===== src/rtl/uart_regs_pkg.sv =====
// uart_regs_pkg: shared register map for the multi-channel UART register block.
//   - per-channel word offsets (CR/SR/TDR/RDR), global IER/ISR addresses
//   - CR reset default and the self-clearing CR bit positions
//   - chan_addr(): word address of a channel register
package uart_regs_pkg;

    typedef enum logic [1:0] {
        REG_CR  = 2'd0,
        REG_SR  = 2'd1,
        REG_TDR = 2'd2,
        REG_RDR = 2'd3
    } reg_off_e;

    localparam int unsigned CH_STRIDE  = 4;
    localparam int unsigned IER_ADDR   = 32'h40;
    localparam int unsigned ISR_ADDR   = 32'h41;
    localparam int unsigned MAX_NCH    = 16;

    localparam logic [31:0] CR_RST_DEF = 32'h0000_C000;

    // Self-clearing FIFO reset commands in CR.
    localparam int unsigned CR_TX_RESET = 4;
    localparam int unsigned CR_RX_RESET = 5;
    localparam logic [31:0] CR_SELF_CLR = (32'd1 << CR_TX_RESET) | (32'd1 << CR_RX_RESET);

    function automatic int unsigned chan_addr(input int unsigned ch, input reg_off_e off);
        return CH_STRIDE * ch + 32'(off);
    endfunction

endpackage


===== src/rtl/uart_regs_nch_if.sv =====
// uart_regs_nch_if: word-addressed register bus.
//   addr/we/re/write_data : requester -> register block, one transfer per cycle
//   read_data/rvalid      : register block -> requester, 1-cycle read latency
interface uart_regs_nch_if #(
    parameter int AW = 22
) ();
    logic [AW-1:0] addr;
    logic          we;
    logic          re;
    logic [31:0]   write_data;
    logic [31:0]   read_data;
    logic          rvalid;

    modport master (
        output addr, we, re, write_data,
        input  read_data, rvalid
    );

    modport slave (
        input  addr, we, re, write_data,
        output read_data, rvalid
    );
endinterface


===== src/rtl/uart_chan_regs.sv =====
// uart_chan_regs: state for one UART channel.
//   Ports: clk/rst; addr/we/re/write_data from the bus;
//   cr/tdr registered config and tx data; tx_write/rx_read/sr_read
//   combinational access strobes in the request cycle.
module uart_chan_regs
    import uart_regs_pkg::*;
#(
    parameter int          CH     = 0,
    parameter int          AW     = 22,
    parameter logic [31:0] CR_RST = CR_RST_DEF
) (
    input  logic          clk,
    input  logic          rst,
    input  logic [AW-1:0] addr,
    input  logic          we,
    input  logic          re,
    input  logic [31:0]   write_data,
    output logic [31:0]   cr,
    output logic [31:0]   tdr,
    output logic          tx_write,
    output logic          rx_read,
    output logic          sr_read
);

    logic        hit_cr, hit_sr, hit_tdr, hit_rdr;
    logic [31:0] cr_d, cr_q;
    logic [31:0] tdr_d, tdr_q;

    assign hit_cr  = (addr == AW'(chan_addr(CH, REG_CR)));
    assign hit_sr  = (addr == AW'(chan_addr(CH, REG_SR)));
    assign hit_tdr = (addr == AW'(chan_addr(CH, REG_TDR)));
    assign hit_rdr = (addr == AW'(chan_addr(CH, REG_RDR)));

    assign tx_write = we & hit_tdr;
    assign rx_read  = re & hit_rdr;
    assign sr_read  = re & hit_sr;

    // Reset-command bits drop one cycle after being seen high; a CPU write
    // in that same cycle replaces the whole word, so it wins bit for bit.
    always_comb begin
        cr_d  = cr_q & ~CR_SELF_CLR;
        tdr_d = tdr_q;
        if (we && hit_cr)  cr_d  = write_data;
        if (we && hit_tdr) tdr_d = write_data;
    end

    always_ff @(posedge clk) begin
        if (rst) begin
            cr_q  <= CR_RST;
            tdr_q <= '0;
        end else begin
            cr_q  <= cr_d;
            tdr_q <= tdr_d;
        end
    end

    assign cr  = cr_q;
    assign tdr = tdr_q;

endmodule


===== src/rtl/uart_regs_nch.sv =====
// uart_regs_nch: register block for NCH UART channels.
//   Ports: clk, rst (sync, active-high); bus (slave modport: addr, we, re,
//   write_data, read_data, rvalid); cr/tdr out and sr/rdr in, channel c at
//   bits [32c+31:32c]; tx_write/rx_read/sr_read per-channel strobes;
//   irq_evt per-channel interrupt events; irq = registered |(ISR & IER).
module uart_regs_nch
    import uart_regs_pkg::*;
#(
    parameter int          NCH    = 2,
    parameter int          AW     = 22,
    parameter logic [31:0] CR_RST = CR_RST_DEF
) (
    input  logic              clk,
    input  logic              rst,
    uart_regs_nch_if.slave    bus,
    output logic [NCH*32-1:0] cr,
    output logic [NCH*32-1:0] tdr,
    input  logic [NCH*32-1:0] sr,
    input  logic [NCH*32-1:0] rdr,
    output logic [NCH-1:0]    tx_write,
    output logic [NCH-1:0]    rx_read,
    output logic [NCH-1:0]    sr_read,
    input  logic [NCH-1:0]    irq_evt,
    output logic              irq
);

    logic           hit_ier, hit_isr;
    logic [NCH-1:0] ier_d, ier_q;
    logic [NCH-1:0] isr_d, isr_q, isr_clr;
    logic           irq_d, irq_q;
    logic [31:0]    rdata_d, rdata_q;
    logic           rvalid_d, rvalid_q;

    assign hit_ier = (bus.addr == AW'(IER_ADDR));
    assign hit_isr = (bus.addr == AW'(ISR_ADDR));

    for (genvar c = 0; c < NCH; c++) begin : g_chan
        uart_chan_regs #(
            .CH     (c),
            .AW     (AW),
            .CR_RST (CR_RST)
        ) u_chan (
            .clk        (clk),
            .rst        (rst),
            .addr       (bus.addr),
            .we         (bus.we),
            .re         (bus.re),
            .write_data (bus.write_data),
            .cr         (cr[32*c +: 32]),
            .tdr        (tdr[32*c +: 32]),
            .tx_write   (tx_write[c]),
            .rx_read    (rx_read[c]),
            .sr_read    (sr_read[c])
        );
    end

    // Interrupt state: write-1-to-clear, with a same-cycle event winning.
    always_comb begin
        isr_clr = (bus.we && hit_isr) ? bus.write_data[NCH-1:0] : '0;
        isr_d   = (isr_q & ~isr_clr) | irq_evt;
        ier_d   = (bus.we && hit_ier) ? bus.write_data[NCH-1:0] : ier_q;
        irq_d   = |(isr_q & ier_q);
    end

    // Read mux samples current register state, so a read alongside a write
    // returns the pre-write value; sr/rdr are captured in the request cycle.
    always_comb begin
        rdata_d  = rdata_q;
        rvalid_d = bus.re;
        if (bus.re) begin
            rdata_d = '0;
            if (hit_ier) rdata_d = 32'(ier_q);
            if (hit_isr) rdata_d = 32'(isr_q);
            for (int c = 0; c < NCH; c++) begin
                if (bus.addr == AW'(chan_addr(c, REG_CR)))  rdata_d = cr[32*c +: 32];
                if (bus.addr == AW'(chan_addr(c, REG_SR)))  rdata_d = sr[32*c +: 32];
                if (bus.addr == AW'(chan_addr(c, REG_TDR))) rdata_d = tdr[32*c +: 32];
                if (bus.addr == AW'(chan_addr(c, REG_RDR))) rdata_d = rdr[32*c +: 32];
            end
        end
    end

    always_ff @(posedge clk) begin
        if (rst) begin
            ier_q    <= '0;
            isr_q    <= '0;
            irq_q    <= 1'b0;
            rdata_q  <= '0;
            rvalid_q <= 1'b0;
        end else begin
            ier_q    <= ier_d;
            isr_q    <= isr_d;
            irq_q    <= irq_d;
            rdata_q  <= rdata_d;
            rvalid_q <= rvalid_d;
        end
    end

    // A read answered in a reset cycle is dropped: the reset wins over the
    // pending response as well as over new requests.
    assign bus.read_data = rdata_q;
    assign bus.rvalid    = rvalid_q & ~rst;
    assign irq           = irq_q;

endmodule


===== src/flat_wrapper.sv =====
// flat-port wrapper written by rule: the top's interface ports become plain ports
module uart_regs_nch_flat import uart_regs_pkg::*;
#(
    parameter int          NCH    = 2,
    parameter int          AW     = 22,
    parameter logic [31:0] CR_RST = CR_RST_DEF
)
  (clk, rst, cr, tdr, sr, rdr, tx_write, rx_read, sr_read, irq_evt, irq, bus_addr, bus_we, bus_re, bus_write_data, bus_read_data, bus_rvalid);
  uart_regs_nch_if #(.AW(AW)) bus_i ();
  input  logic clk;
  input  logic rst;
  output logic [NCH*32-1:0] cr;
  output logic [NCH*32-1:0] tdr;
  input  logic [NCH*32-1:0] sr;
  input  logic [NCH*32-1:0] rdr;
  output logic [NCH-1:0] tx_write;
  output logic [NCH-1:0] rx_read;
  output logic [NCH-1:0] sr_read;
  input  logic [NCH-1:0] irq_evt;
  output logic irq;
  input wire logic [$bits(bus_i.addr)-1:0] bus_addr;
  input wire logic [$bits(bus_i.we)-1:0] bus_we;
  input wire logic [$bits(bus_i.re)-1:0] bus_re;
  input wire logic [$bits(bus_i.write_data)-1:0] bus_write_data;
  output wire logic [$bits(bus_i.read_data)-1:0] bus_read_data;
  output wire logic [$bits(bus_i.rvalid)-1:0] bus_rvalid;
  assign bus_i.addr = bus_addr;
  assign bus_i.we = bus_we;
  assign bus_i.re = bus_re;
  assign bus_i.write_data = bus_write_data;
  assign bus_read_data = bus_i.read_data;
  assign bus_rvalid = bus_i.rvalid;
  uart_regs_nch #(.NCH(NCH), .AW(AW), .CR_RST(CR_RST)) u_core (.clk(clk), .rst(rst), .bus(bus_i), .cr(cr), .tdr(tdr), .sr(sr), .rdr(rdr), .tx_write(tx_write), .rx_read(rx_read), .sr_read(sr_read), .irq_evt(irq_evt), .irq(irq));
endmodule

===== config.mk =====
export PLATFORM = sky130hd
export DESIGN_NAME = uart_regs_nch_flat
export DESIGN_NICKNAME = d
export VERILOG_FILES = /design/src/rtl/uart_regs_pkg.sv /design/src/rtl/uart_regs_nch_if.sv /design/src/rtl/uart_chan_regs.sv /design/src/rtl/uart_regs_nch.sv /design/src/flat_wrapper.sv
export SDC_FILE = /design/constraint.sdc
export NUM_CORES = 1
export LEC_CHECK = 0
export CAP_MARGIN = 25
export CORE_AREA = 2 2 139 141
export DETAILED_ROUTE_END_ITERATION = 10
export DIE_AREA = 0 0 141 143
export DONT_BUFFER_PORTS = 1
export PLACE_DENSITY_LB_ADDON = 0.15
export SLEW_MARGIN = 10
export SYNTH_ARGS = -nofsm -noshare
export SYNTH_HDL_FRONTEND = slang
export SYNTH_SLANG_ARGS = --single-unit

===== constraint.sdc =====
create_clock -name clk -period 3.5 [get_ports clk]
set_input_delay 0.525 -clock clk [delete_from_list [all_inputs] [get_ports clk]]
set_output_delay 0.525 -clock clk [all_outputs]
set_load 0.01 [all_outputs]

==> results of run 1 <==
## cell families (layout without fill, tap and decap cells)
logic type	count (synthesis)	after routing	share of synthesized area [%]
buffers and inverters	106	69	5.605
muxes	37	37	9.084
other	0	1	0
AOI/OAI and AO/OA	228	228	16.88
DFF	166	166	40.35
and+or+nand+nor	497	497	28.09
## routing by layer
metal | vias up | routed length [um]
met4 | 0 | 332
met1 | 3682 | 11940
met3 | 34 | 3079
li1 | 3557 | -
met2 | 385 | 15340
met5 | - | 0
## registers in the layout, indices dropped and copies added, names as in the netlist
name and flops:
u_core.isr_q 2, u_core.rvalid_q 1, u_core.bus.read_data 32, u_core.irq 1
u_core.g_chan.u_chan.cr 64, u_core.g_chan.u_chan.tdr 64, u_core.ier_q 2
## worst max path at each step
stage	from	endpoint	slack, ns	cells past startpoint
floorplan	bus_addr[2]	sr_read[1]	0.85	7
global placement	bus_addr[15]	u_core.bus.read_data[30]$_SDFFE_PP0P_	0.61	7
detailed placement	bus_addr[16]	sr_read[1]	0.60	5
CTS	bus_addr[16]	sr_read[1]	0.59	5
global route	bus_addr[16]	sr_read[1]	0.47	5
finish	bus_addr[16]	sr_read[1]	0.50	5
## final cells by class
cell class,count,area share [%]
clock buffers,19,4.937
well taps,234,3.264
multi-input cells,762,50.04
inverters,5,0.2092
clock inverters,13,1.799
flip-flops and latches,166,37.04
diodes,1,0.02789
repair buffers,32,2.678
## synth_stat cells (4+ instances only)
cell | count | share of area (%)
nor3_1 | 8 | 0.49
nor2b_1 | 5 | 0.38
a21oi_2 | 10 | 1.1
inv_1 | 4 | 0.18
o311ai_0 | 19 | 2.0
nand2_1 | 277 | 13
buf_2 | 9 | 0.55
dfxtp_1 | 166 | 40
buf_1 | 4 | 0.18
nor3b_1 | 28 | 2.6
a31oi_1 | 28 | 2.1
mux2i_1 | 5 | 0.61
mux4_2 | 30 | 8.2
clkbuf_1 | 78 | 3.6
buf_4 | 6 | 0.55
nand2_2 | 14 | 1.1
o31ai_1 | 11 | 1.0
o21ai_0 | 4 | 0.24
nor4_1 | 39 | 3.0
or2_2 | 17 | 1.3
a21oi_1 | 115 | 7.0
or4_1 | 9 | 0.82
nand3_1 | 9 | 0.55
nor2_1 | 69 | 3.1
o22ai_1 | 29 | 2.2
buf_6 | 4 | 0.55
## layout by cell type (no fill, tap or decap), types with 4 or more instances in the layout
cell	synthesis	final
a21oi_1	115	115
dfxtp_1	166	166
nand2_1	277	276
or2_2	17	17
or4_1	9	9
nor2_1	69	68
mux2i_1	5	5
nand3_1	9	7
a31oi_1	28	28
o311ai_0	19	19
o21ai_0	4	4
mux4_2	30	30
buf_4	6	32
inv_1	4	4
nor2b_1	5	5
clkbuf_16	0	17
nor4_1	39	37
nand2_2	14	15
o31ai_1	11	11
o22ai_1	29	29
a21oi_2	10	10
nor3b_1	28	28
nor3_1	8	7
## power by group through the flow
| stage | clock (mW) | combinational [mW] | sequential [mW] |
|---|---|---|---|
| finish | 1.96 | 0.165 | 1.93 |
| global route | 2.06 | 0.179 | 1.93 |
| CTS | 1.98 | 0.166 | 1.93 |
| detailed placement | 0 | 0.166 | 1.97 |
| global placement | 0 | 0.165 | 1.97 |
| floorplan | 0 | 0.181 | 1.96 |
## per-stage QoR
stage                     total power, mW  area (sq um)  hold WS [ns]
after global placement              2.136          8364        0.4911
final                               4.049          8971        0.1863
after detailed placement            2.136          8364        0.4975
after floorplan                     2.145          8237        0.4686
after global routing                4.167          8971        0.1408
after CTS                           4.069          8969        0.1505
## worst reg2reg max path, delay by kind of cell, from the launching register on
| family | cells | cell delay (ns) |
|---|---|---|
| muxes | 1 | 0.47 |
| and+or+nand+nor | 1 | 0.07 |
| AOI/OAI and AO/OA | 3 | 0.73 |
| DFF | 1 | 0.35 |
==> key figures, run 1 <==
Status
  – Status: completed

Clocking
  – Clock Latency Late Sink: 0.43 ns
  – Longest Clk Path Bufs: 2
  – Post-cts resize count: 0
  – Clock buffer count from CTS: 17
  – Root Driver: clkbuf_16
  – H-tree levels: 4
  – CTS tree: done
  – Clock Pin Slew Worst Setup and Hold Paths: 0.07 ns
  – CTS Hold Bufs: 0
  – Post-CTS Setup Repair Bufs: 0
  – Clock sink total: 166

Logic synthesis
  – Synth warnings: 0
  – Netlist cell types: 51
  – Synth Register Bits: 166
  – Post-synthesis cell count: 1034
  – Syn avg cell area: 7.966 sq um
  – Synthesized Nets: 1222
  – Ys async rst share: 0%
  – Synth Flop Type: dfxtp_1
  – Syn Std Cell Area: 0.008237 sq mm
  – Post-synth EDFFs: 0
  – Sequential element share of the synthesized area: 40.35%

Finish
  – Fillers: 1818
  – Final net count: 1172
  – Area Growth Syn to Fin: 8.917%
  – Non-Filler Instances: 1232
  – Area occupied by multi-input gates: 0.004489 sq mm
  – Layout cells sized above 1: 14.84%
  – Final Core Density: 48.28%
  – Sequential Area: 0.003323 sq mm

Global routing
  – First-pass GRT wire length: 45.28 mm
  – Total global-route track usage: 29.47%
  – Initial antenna violation count: 1
  – Pin count of the biggest net entering global routing: 142
  – Vias in the first global route: 7359
  – Met2 track demand over resource: 51.22%
  – Overflow after GRT: 0
  – Gr busiest metal: met2
  – Met1 GRT Util: 35.26%
  – M3 GR Usage: 9.926%

STA
  – RSZ-0062 raised after global routing: false
  – Fin Setup TNS: 0 ns
  – Worst Clk Skew: 0.01075 ns
  – Final setup margin: 0.4982 ns
  – Tmin final: 3.002 ns
  – Fin crit share: 85.77%
  – Worst slew margin: 40.55%
  – Final Hold Fails: 0
  – Fmax: 333.1 MHz
  – Pins Over Slew Limit: 0
  – Tightest Pin Transition: 0.8896 ns
  – Final setup viols: 0

Setup path
  – R2R Path End: u_core.bus.read_data[1]$_SDFFE_PP0P_
  – CP Launch Type: primary input
  – CP delay by family, top: simple AND/OR/NAND/NOR gates
  – WP buf/inv: 1
  – Crit-path cells: nor4_1 -> nand3_2 -> buf_4 -> or4_1 -> nor2_1
  – Worst Reg-to-Reg Cells: 5
  – Internal reg-to-reg setup slack: 1.74 ns
  – Arrival @ worst endpoint: 2.48 ns
  – Crit-path slowest cell: nor4_1
  – Crit. End Element: output pin
  – Reg2reg start: u_core.g_chan[0].u_chan.cr[1]$_SDFFE_PP0P_
  – Critical Path Fanout Max: 40
  – CP required: 2.97 ns
  – Slowest stage delay, CP: 0.63 ns
  – WS Path Type: primary input to output pin

Place
  – Inst Count DP: 1199
  – Detail Placement HPWL: 21.20 mm
  – Post-place setup slack: 0.5968 ns
  – Port Buffers: 0
  – Placer Congestion: 0.8152

Power
  – VDD IR-drop max: 0.3280 mV
  – Sequential Power Share: 47.6%
  – Leak pwr: 2.761 nW
  – Part of the power in the clock network: 48.3%
  – Cell Pwr Density: 451.3 mW/mm^2
  – Psw: 0.9596 mW
  – Int Power: 3.089 mW
  – Share of total power in combinational logic: 4.1%
  – Switching share of total power: 23.70%

Die
  – Core ar.: 0.01858 sq mm
  – Die area: 0.02016 sq mm
  – Std cell rows: 50
  – I/O pin count: 356
  – Initial Util: 44.33%
  – Die Ht: 143 um
  – DIE WIDTH: 141 um

Routing
  – First-pass DRT Iterations: 6
  – DR DRC count: 0
  – First-iteration detailed-routing DRC count: 520
  – DR WL/cell: 24.91 um
  – Routed via count: 7658
  – Antenna Violating Nets Remaining: 0
  – DRT Wirelength: 30.69 mm
  – Via-per-instance ratio: 6.216

Hold path
  – Worst hold start: rst
  – Hold Crit Class: primary input to flop
  – Hold EP: u_core.g_chan[1].u_chan.cr[11]$_SDFFE_PP0P_
  – WHS Path Cells: 1

Run
  – Max-cap violations: 0
No activity file was read; power rests on OpenSTA's default activity.
==> inputs of run 2 (changes only) <==
--- a/config.mk
+++ b/config.mk
@@ -6,12 +6,11 @@
 export NUM_CORES = 1
 export LEC_CHECK = 0
 export CAP_MARGIN = 25
-export CORE_AREA = 2 2 139 141
+export CORE_AREA = 2 2 140 142
 export DETAILED_ROUTE_END_ITERATION = 10
-export DIE_AREA = 0 0 141 143
+export DIE_AREA = 0 0 142 144
 export DONT_BUFFER_PORTS = 1
 export PLACE_DENSITY_LB_ADDON = 0.15
-export SLEW_MARGIN = 10
 export SYNTH_ARGS = -nofsm -noshare
 export SYNTH_HDL_FRONTEND = slang
 export SYNTH_SLANG_ARGS = --single-unit
==> key figures, run 2 (synthesis gave the netlist of run 1 again) <==
Status
  – Status: completed (unchanged)

Global routing
  – Pin count of the biggest net entering global routing: 142 (unchanged)
  – Vias in the first global route: 7639 (was 7359)
  – Initial antenna violation count: 2 (was 1)
  – Overflow after GRT: 0 (unchanged)
  – Total global-route track usage: 29.81% (was 29.47%)
  – First-pass GRT wire length: 45.93 mm (was 45.28 mm)

Clocking
  – Longest Clk Path Bufs: 2 (unchanged)
  – Clock Pin Slew Worst Setup and Hold Paths: 0.06 ns (was 0.07 ns)
  – CTS tree: done (unchanged)
  – Root Driver: clkbuf_16 (unchanged)
  – Post-cts resize count: 0 (unchanged)
  – Clock Latency Late Sink: 0.43 ns (about the same)
  – H-tree levels: 4 (unchanged)
  – Post-CTS Setup Repair Bufs: 0 (unchanged)
  – Clock buffer count from CTS: 17 (unchanged)
  – Clock sink total: 166 (unchanged)
  – CTS Hold Bufs: 0 (unchanged)

STA
  – Fmax: 359.1 MHz (was 333.1 MHz)
  – Tightest Pin Transition: 1.037 ns (was 0.8896 ns)
  – Fin crit share: 79.56% (was 85.77%)
  – Pins Over Slew Limit: 0 (unchanged)
  – Fin Setup TNS: 0 ns (unchanged)
  – Final setup margin: 0.7153 ns (was 0.4982 ns)
  – Worst slew margin: 30.80% (was 40.55%)
  – Worst Clk Skew: 0.01195 ns (was 0.01075 ns)
  – Final setup viols: 0 (unchanged)
  – Final Hold Fails: 0 (unchanged)
  – Tmin final: 2.785 ns (was 3.002 ns)
  – Final hold slack: 0.1747 ns (was 0.1863 ns)
  – RSZ-0062 raised after global routing: false (unchanged)

Power
  – Switching share of total power: 23.39% (was 23.70%)
  – Share of total power in combinational logic: 4.2% (was 4.1%)
  – Int Power: 3.041 mW (was 3.089 mW)
  – Cell Pwr Density: 442.8 mW/mm^2 (was 451.3 mW/mm^2)
  – Psw: 0.9283 mW (was 0.9596 mW)
  – Part of the power in the clock network: 47.2% (was 48.3%)
  – Leak pwr: 2.750 nW (was 2.761 nW)
  – Total Power: 3.969 mW (was 4.049 mW)
  – Sequential Power Share: 48.5% (was 47.6%)
  – VDD IR-drop max: 0.3419 mV (was 0.3280 mV)

Setup path
  – CP required: 2.97 ns (about the same)
  – Arrival @ worst endpoint: 2.26 ns (was 2.48 ns)
  – Critical Path Fanout Max: 16 (was 40)
  – Internal reg-to-reg setup slack: 1.79 ns (was 1.74 ns)
  – WS Path Type: primary input to output pin (unchanged)
  – Crit. End Element: output pin (unchanged)
  – CP Launch Type: primary input (unchanged)

Routing
  – First-pass DRT Iterations: 5 (was 6)
  – DR WL/cell: 25.52 um (was 24.91 um)
  – DRT Wirelength: 31.54 mm (was 30.69 mm)
  – DR DRC count: 0 (unchanged)
  – Via-per-instance ratio: 6.335 (was 6.216)
  – Routed via count: 7830 (was 7658)
  – First-iteration detailed-routing DRC count: 569 (was 520)
  – Antenna Violating Nets Remaining: 0 (unchanged)

Die
  – DIE WIDTH: 142 um (was 141 um)
  – I/O pin count: 356 (unchanged)
  – Die Ht: 144 um (was 143 um)
  – Initial Util: 43.17% (was 44.33%)
  – Core ar.: 0.01908 sq mm (was 0.01858 sq mm)
  – Std cell rows: 51 (was 50)
  – Die area: 0.02045 sq mm (was 0.02016 sq mm)

Finish
  – Most frequent cells in the layout: nand2_1, dfxtp_1, a21oi_1, nor2_1, nor4_1 (unchanged)
  – Area Growth Syn to Fin: 8.826% (was 8.917%)
  – Fillers: 1901 (was 1818)
  – Layout cells sized above 1: 15.05% (was 14.84%)
  – Final Core Density: 46.98% (was 48.28%)
  – Final net count: 1173 (was 1172)
  – Commonest non-fill, non-tap cell in the layout: nand2_1 (unchanged)

Place
  – Port Buffers: 0 (unchanged)
  – Post-place setup slack: 0.7205 ns (was 0.5968 ns)
  – Placer Congestion: 0.8388 (was 0.8152)
  – Detail Placement HPWL: 21.15 mm (was 21.20 mm)

Hold path
  – Hold Crit Class: primary input to flop (unchanged)

Run
  – Max-cap violations: 0 (unchanged)
[run 2: layout make-up]
class                   count  area [sq um]  share of cell area, %
diodes                      1         2.502                0.02792
clock inverters            11         115.1                  1.284
flip-flops and latches    166          3323                  37.07
well taps                 238         297.8                  3.322
multi-input cells         762          4492                  50.11
inverters                   5         18.77                 0.2094
repair buffers             33         247.7                  2.764
clock buffers              20         466.7                  5.207
[run 2: layer usage]
metal | up-vias | track usage [%] | wire length (um)
met5 | - | 0 | 18
met3 | 49 | 8.642 | 2906
met2 | 390 | 49.30 | 15370
met4 | 2 | 12.47 | 738
met1 | 3831 | 36.48 | 12510
li1 | 3558 | - | -
[run 2: power by group through the flow]
| stage | registers (mW) | clock network, mW | logic, mW |
|---|---|---|---|
| after floorplan | 1.96 | 0 | 0.181 |
| after global placement | 1.97 | 0 | 0.167 |
| after detailed placement | 1.97 | 0 | 0.167 |
| after CTS | 1.93 | 1.91 | 0.168 |
| after global routing | 1.93 | 2.00 | 0.181 |
| final | 1.93 | 1.88 | 0.167 |
[run 2: critical path, stage by stage]
cell	delay [ns]
nor4_1	0.50
nand4_1	0.36
buf_4	0.32
nor4_1	0.36
buf_4	0.19
[run 2: worst paths after layout]
check	startpoint	endpoint	cells past startpoint
worst min register to register	u_core.g_chan[0].u_chan.tdr[4]$_SDFFE_PP0P_	u_core.g_chan[0].u_chan.tdr[4]$_SDFFE_PP0P_	2
worst min-delay path	rst	u_core.g_chan[0].u_chan.tdr[10]$_SDFFE_PP0P_	1
worst max-delay path	bus_addr[15]	tx_write[0]	5
worst max register to register	u_core.g_chan[0].u_chan.cr[1]$_SDFFE_PP0P_	u_core.bus.read_data[1]$_SDFFE_PP0P_	5
[run 2: per-stage QoR]
stage	instances	cell area, sq um
finish	1236	8964
global route	1236	8964
CTS	1235	8961
detailed placement	1204	8379
global placement	1204	8379
floorplan	1034	8237
